[config.mk]
export PLATFORM = sky130hd
export DESIGN_NAME = alu_operand_sequencer_flat
export DESIGN_NICKNAME = d
export VERILOG_FILES = /design/src/rtl/alu_operand_sequencer_if.sv /design/src/rtl/alu_operand_sequencer.sv /design/src/flat_wrapper.sv
export SDC_FILE = /design/constraint.sdc
export NUM_CORES = 1
export LEC_CHECK = 0
export BUFFER_PORTS_ARGS = -buffer_cell sky130_fd_sc_hd__buf_4
export CAP_MARGIN = 10
export CORE_MARGIN = 5
export CORE_UTILIZATION = 25
export CTS_CLUSTER_SIZE = 12
export DETAILED_ROUTE_END_ITERATION = 10
export PLACE_DENSITY = 0.5
export RECOVER_POWER = 25
export SYNTH_ARGS = -nofsm -noshare
export SYNTH_HDL_FRONTEND = slang
export SYNTH_SLANG_ARGS = --single-unit
export TNS_END_PERCENT = 5
[constraint.sdc]
create_clock -name CLK -period 3.1 [get_ports CLK]
set_input_delay 0.62 -clock CLK [delete_from_list [all_inputs] [get_ports CLK]]
set_output_delay 0.62 -clock CLK [all_outputs]
set_load 0.05 [all_outputs]
[src/rtl/alu_operand_sequencer_if.sv]
// Switch-bank/ALU bus for the operand sequencer: byte entry, ALU operands/result, display captures.
// slave = sequencer side, master = switches + ALU + display side.
interface alu_operand_sequencer_if #(
    parameter int DATA_W  = 32,
    parameter int CHUNK_W = 8
);
    logic [CHUNK_W-1:0] Din;
    logic               Load;
    logic [2:0]         Op;
    logic               Clear;
    logic [DATA_W-1:0]  AA;
    logic [DATA_W-1:0]  BB;
    logic [2:0]         ALU_OP;
    logic [DATA_W-1:0]  F;
    logic               ZF;
    logic               OF;
    logic [DATA_W-1:0]  Result;
    logic               ZF_Q;
    logic               OF_Q;
    logic               Done;
    logic [2:0]         State;

    modport master (
        output Din, Load, Op, Clear, F, ZF, OF,
        input  AA, BB, ALU_OP, Result, ZF_Q, OF_Q, Done, State
    );

    modport slave (
        input  Din, Load, Op, Clear, F, ZF, OF,
        output AA, BB, ALU_OP, Result, ZF_Q, OF_Q, Done, State
    );
endinterface

[src/rtl/alu_operand_sequencer.sv]
// Assembles A/B MSB-byte-first from Load strobes, holds them one settle cycle, captures F/ZF/OF.
// Latency: last B strobe at edge N -> Done/Result valid after N+2; Load ignored in EXEC/CAPTURE, no backpressure.
module alu_operand_sequencer #(
    parameter int DATA_W  = 32,
    parameter int CHUNK_W = 8
) (
    input logic CLK,
    input logic RST_N,
    alu_operand_sequencer_if.slave bus
);
    localparam int NCHUNK = DATA_W / CHUNK_W;
    localparam int CNT_W  = (NCHUNK > 1) ? $clog2(NCHUNK) : 1;
    localparam logic [CNT_W-1:0] LAST_CNT = CNT_W'(NCHUNK - 1);

    typedef enum logic [2:0] {
        LOAD_A  = 3'd0,
        LOAD_B  = 3'd1,
        EXEC    = 3'd2,
        CAPTURE = 3'd3,
        SHOW    = 3'd4
    } state_t;

    state_t             state_q, state_d;
    logic [DATA_W-1:0]  aa_q, aa_d;
    logic [DATA_W-1:0]  bb_q, bb_d;
    logic [DATA_W-1:0]  res_q, res_d;
    logic [2:0]         op_q, op_d;
    logic               zf_q, zf_d;
    logic               of_q, of_d;
    logic               done_q, done_d;
    logic [CNT_W-1:0]   cnt_q, cnt_d;
    logic [DATA_W-1:0]  din_ext;

    assign din_ext = DATA_W'(bus.Din);

    always_comb begin
        state_d = state_q;
        aa_d    = aa_q;
        bb_d    = bb_q;
        res_d   = res_q;
        op_d    = op_q;
        zf_d    = zf_q;
        of_d    = of_q;
        done_d  = done_q;
        cnt_d   = cnt_q;

        // Clear overrides everything, including a coincident Load byte.
        if (bus.Clear) begin
            state_d = LOAD_A;
            aa_d    = '0;
            bb_d    = '0;
            res_d   = '0;
            op_d    = '0;
            zf_d    = 1'b0;
            of_d    = 1'b0;
            done_d  = 1'b0;
            cnt_d   = '0;
        end else begin
            case (state_q)
                LOAD_A: begin
                    if (bus.Load) begin
                        aa_d = (aa_q << CHUNK_W) | din_ext;
                        if (cnt_q == LAST_CNT) begin
                            cnt_d   = '0;
                            state_d = LOAD_B;
                        end else begin
                            cnt_d = cnt_q + CNT_W'(1);
                        end
                    end
                end
                LOAD_B: begin
                    if (bus.Load) begin
                        bb_d = (bb_q << CHUNK_W) | din_ext;
                        if (cnt_q == LAST_CNT) begin
                            cnt_d   = '0;
                            op_d    = bus.Op;
                            state_d = EXEC;
                        end else begin
                            cnt_d = cnt_q + CNT_W'(1);
                        end
                    end
                end
                EXEC: begin
                    state_d = CAPTURE;
                end
                CAPTURE: begin
                    res_d   = bus.F;
                    zf_d    = bus.ZF;
                    of_d    = bus.OF;
                    done_d  = 1'b1;
                    state_d = SHOW;
                end
                SHOW: begin
                    // The strobe that leaves SHOW is a restart, its byte is dropped.
                    if (bus.Load) begin
                        state_d = LOAD_A;
                        aa_d    = '0;
                        bb_d    = '0;
                        done_d  = 1'b0;
                        cnt_d   = '0;
                    end
                end
                default: begin
                    state_d = LOAD_A;
                    aa_d    = '0;
                    bb_d    = '0;
                    res_d   = '0;
                    op_d    = '0;
                    zf_d    = 1'b0;
                    of_d    = 1'b0;
                    done_d  = 1'b0;
                    cnt_d   = '0;
                end
            endcase
        end
    end

    always_ff @(posedge CLK or negedge RST_N) begin
        if (!RST_N) begin
            state_q <= LOAD_A;
            aa_q    <= '0;
            bb_q    <= '0;
            res_q   <= '0;
            op_q    <= '0;
            zf_q    <= 1'b0;
            of_q    <= 1'b0;
            done_q  <= 1'b0;
            cnt_q   <= '0;
        end else begin
            state_q <= state_d;
            aa_q    <= aa_d;
            bb_q    <= bb_d;
            res_q   <= res_d;
            op_q    <= op_d;
            zf_q    <= zf_d;
            of_q    <= of_d;
            done_q  <= done_d;
            cnt_q   <= cnt_d;
        end
    end

    assign bus.AA     = aa_q;
    assign bus.BB     = bb_q;
    assign bus.ALU_OP = op_q;
    assign bus.Result = res_q;
    assign bus.ZF_Q   = zf_q;
    assign bus.OF_Q   = of_q;
    assign bus.Done   = done_q;
    assign bus.State  = state_q;
endmodule

[src/flat_wrapper.sv]
// flat-port wrapper written by rule: the top's interface ports become plain ports
module alu_operand_sequencer_flat 
#(
    parameter int DATA_W  = 32,
    parameter int CHUNK_W = 8
)
  (CLK, RST_N, bus_Din, bus_Load, bus_Op, bus_Clear, bus_F, bus_ZF, bus_OF, bus_AA, bus_BB, bus_ALU_OP, bus_Result, bus_ZF_Q, bus_OF_Q, bus_Done, bus_State);
  alu_operand_sequencer_if #(.DATA_W(DATA_W), .CHUNK_W(CHUNK_W)) bus_i ();
  input logic CLK;
  input logic RST_N;
  input wire logic [$bits(bus_i.Din)-1:0] bus_Din;
  input wire logic [$bits(bus_i.Load)-1:0] bus_Load;
  input wire logic [$bits(bus_i.Op)-1:0] bus_Op;
  input wire logic [$bits(bus_i.Clear)-1:0] bus_Clear;
  input wire logic [$bits(bus_i.F)-1:0] bus_F;
  input wire logic [$bits(bus_i.ZF)-1:0] bus_ZF;
  input wire logic [$bits(bus_i.OF)-1:0] bus_OF;
  output wire logic [$bits(bus_i.AA)-1:0] bus_AA;
  output wire logic [$bits(bus_i.BB)-1:0] bus_BB;
  output wire logic [$bits(bus_i.ALU_OP)-1:0] bus_ALU_OP;
  output wire logic [$bits(bus_i.Result)-1:0] bus_Result;
  output wire logic [$bits(bus_i.ZF_Q)-1:0] bus_ZF_Q;
  output wire logic [$bits(bus_i.OF_Q)-1:0] bus_OF_Q;
  output wire logic [$bits(bus_i.Done)-1:0] bus_Done;
  output wire logic [$bits(bus_i.State)-1:0] bus_State;
  assign bus_i.Din = bus_Din;
  assign bus_i.Load = bus_Load;
  assign bus_i.Op = bus_Op;
  assign bus_i.Clear = bus_Clear;
  assign bus_i.F = bus_F;
  assign bus_i.ZF = bus_ZF;
  assign bus_i.OF = bus_OF;
  assign bus_AA = bus_i.AA;
  assign bus_BB = bus_i.BB;
  assign bus_ALU_OP = bus_i.ALU_OP;
  assign bus_Result = bus_i.Result;
  assign bus_ZF_Q = bus_i.ZF_Q;
  assign bus_OF_Q = bus_i.OF_Q;
  assign bus_Done = bus_i.Done;
  assign bus_State = bus_i.State;
  alu_operand_sequencer #(.DATA_W(DATA_W), .CHUNK_W(CHUNK_W)) u_core (.CLK(CLK), .RST_N(RST_N), .bus(bus_i));
endmodule
==> reports/qor.yml <==
setup_path:
  path_cells: "clkbuf_1, clkbuf_2"
  r2r_end: "u_core.bus.AA[28]"
  end_kind: "async pin"
  slowest_delay_ps: 1200
  critical_path_class: "primary input to async pin"
  critPathLaunchType: "primary input"
  reg2reg_slack_ps: 990
  cp.arrival_ps: 2600
  crit_required_ps: 3510
  cp_top_family: "buffers and inverters"
  reg2reg_depth: 4
  crit_fanout: 31
  slowest_stage: "clkbuf_1"
  r2r-start: "u_core.bus.State[0]"
  worst-path-buf-inv: 2
clocking:
  cts_sinks: 107
  cts-buffers-inserted: 9
  clk_path_buf_depth: 2
  cts_tree: "yes"
  post_cts_resized: 0
  clk_pin_slew_ps: 70
  postCtsSetupRepairBufs: 0
  cts_hold_buf: 0
  clock_latency_ps: 340
  root_buffer: "clkbuf_16"
  h-tree-depth: 3
synth:
  ys_ff_latch: 107
  ys_types: 34
  seq_area_frac_synth: 0.620
  yosys_warnings: 0
  syn_area_um2: 4320
  synth_nets: 385
  async_flop_share: 1.00
  yosys-top-cells-count: "dfrtp_1 (107), a22o_1 (66), nand2_1 (35)"
  synth_edf_count: 0
  synthDominantCellAreaShare: 0.620
  avgSynthCellArea_um2: 12.9
  synth-main-ff-cell: "dfrtp_1"
  synth_area_leader_cell: "dfrtp_1"
  synth_area_leaders: "dfrtp_1 (62%), a22o_1 (13%), mux2i_1 (7.9%)"
  synth_cells: 335
  yosysMostFrequentCell: "dfrtp_1"
global_route:
  grt_pass1_wl_um: 18100
  grt_max_degree: 50
  antenna_found_initial: 0
  grt.overflow.total: 0
  grt_usage: 0.114
  grt_pass1_vias: 3170
floorplan:
  die_height_um: 141
  coreArea_um2: 17100
  initial_core_util: 0.252
  rows: 48
  ios: 154
  die_x_um: 141
  dieArea_um2: 20000
route:
  ant_nets: 0
  drtIter0Drc: 178
  vias: 3113
  first_pass_iters: 6
  via_per_inst: 4.37
  avgRoutedWirePerCell_um: 16.0
  drt_wl_total_um: 11400
  drc: 0
final_layout:
  syn_to_final_growth_pct: 37.2
  final_nets: 534
  num-fill-cells: 1730
  multi_input_area_um2: 1360
  drive_above_1_share: 0.372
  regArea_um2: 2680
  antennaDiodeCount: 0
job:
  maxCapViolCount: 1
placed_design:
  hpwl_um: 8060
  port_buffers: 153
  gp_congestion: 0.741
sta:
  fin_crit_sh: 0.709
  tightest_slew_ps: 1700
  hold_viol_final: 0
  max_slew_margin: -0.131
  slew_viol_final: 31
  post-route-min-period_ps: 2200
  hold_ws_ps: 491
  finClkSkew_ps: 5.33
  fmax_mhz: 455
  rsz0062_at_grt: "false"
  totalNegativeSetupSlack_ps: 0
  setup_viol: 0
min_path:
  hold_path_end: "u_core.bus.Result[28]"
  hold_class: "primary input to flip-flop"
  hold_depth: 2
  worstHoldStart: "bus_F[28]"
power_and_ir_drop:
  leakagePower_nw: 3.12
  vdd.ir_drop.worst_mv: 0.246
  cellPowerDensity_nw_per_um2: 496
status:
  status: "finished, violations left"
  violations: "max-capacitance violations, max-slew violations"
[cell families (layout without fill, tap and decap cells)]
| group | count (synthesis) | in the layout | synth area share |
|---|---|---|---|
| XOR/XNOR | 1 | 1 | 0.00203 |
| buffers and inverters | 56 | 208 | 0.0690 |
| adder cells (fa/ha/maj) | 2 | 2 | 0.00551 |
| multiplexers | 35 | 35 | 0.0814 |
| AO/OA/AOI/OAI | 80 | 80 | 0.162 |
| flip-flops | 107 | 107 | 0.620 |
| AND/OR/NAND/NOR | 54 | 54 | 0.0600 |
[where the power goes]
part	switching, mW	internal (mW)
combinational	0.276	0.149
sequential	0.0408	1.44
clock	0.496	0.538
[sequential cells by signal, indices dropped and copies added (netlist names)]
register	count
u_core.bus.BB	32
u_core.bus.ALU_OP	3
u_core.bus.ZF_Q	1
u_core.bus.OF_Q	1
u_core.bus.Result	32
u_core.bus.AA	32
u_core.bus.State	3
u_core.bus.Done	1
u_core.cnt_q	2
[per-stage QoR]
stage                     power (mW)  worst slack [ps]  utilization  cell area [um2]  instances
after floorplan                 1.75              1360            -             4320        335
after global placement          1.93              1040        0.331             5670        698
after detailed placement        1.94               975        0.331             5670        698
after CTS                       3.00               964        0.346             5930        712
after global routing            3.09               437        0.346             5920        712
final                           2.94               903        0.346             5920        712
[layout by cell type, fill, tap and decap left out, drive strengths merged]
cell type and n:
buf 160, dfrtp 107, a22o 66, nand2 35, mux2i 34, inv 32
clkbuf 12, nor2 6, a21oi 4, a32o 3, clkinv 3, and3 2
or2 2, nor4 2, nand2b 2, o22ai 2, and2b 1, o21a 1
o32ai 1, nand3 1, mux2 1, xor2 1, a21o 1, a31oi 1
or3 1, maj3 1, nor3 1, a2bb2oi 1, nand3b 1, ha 1
clkinvlp 1
[worst max-delay path by stage]
stage                              startpoint               endpoint  slack, ps  cells after the start
after floorplan           u_core.bus.State[1]       u_core.bus.BB[0]       1360                      5
after global placement              bus_Clear       u_core.bus.AA[5]       1040                      5
after detailed placement  u_core.bus.State[0]      u_core.bus.AA[28]        970                      4
after CTS                 u_core.bus.State[0]      u_core.bus.AA[28]        960                      4
after global routing                    RST_N  u_core.bus.Result[29]        440                      2
final                                   RST_N  u_core.bus.Result[29]        900                      2
[layout make-up]
cell class,count,share of cell area
Clock inverter,4,0.00507
Clock buffer,10,0.0387
Inverter,32,0.0203
Tap cell,225,0.0475
Sequential cell,107,0.452
Timing Repair Buffer,162,0.206
Multi-Input combinational cell,172,0.230
[layer usage]
| layer | global-route usage | wire, um | up-vias |
|---|---|---|---|
| li1 | - | - | 1473 |
| met1 | 0.154 | 5140 | 1535 |
| met2 | 0.172 | 5240 | 94 |
| met3 | 0.0384 | 805 | 11 |
| met4 | 0.0419 | 178 | 0 |
| met5 | 0 | 0 | - |
No activity file was read; power rests on OpenSTA's default activity.
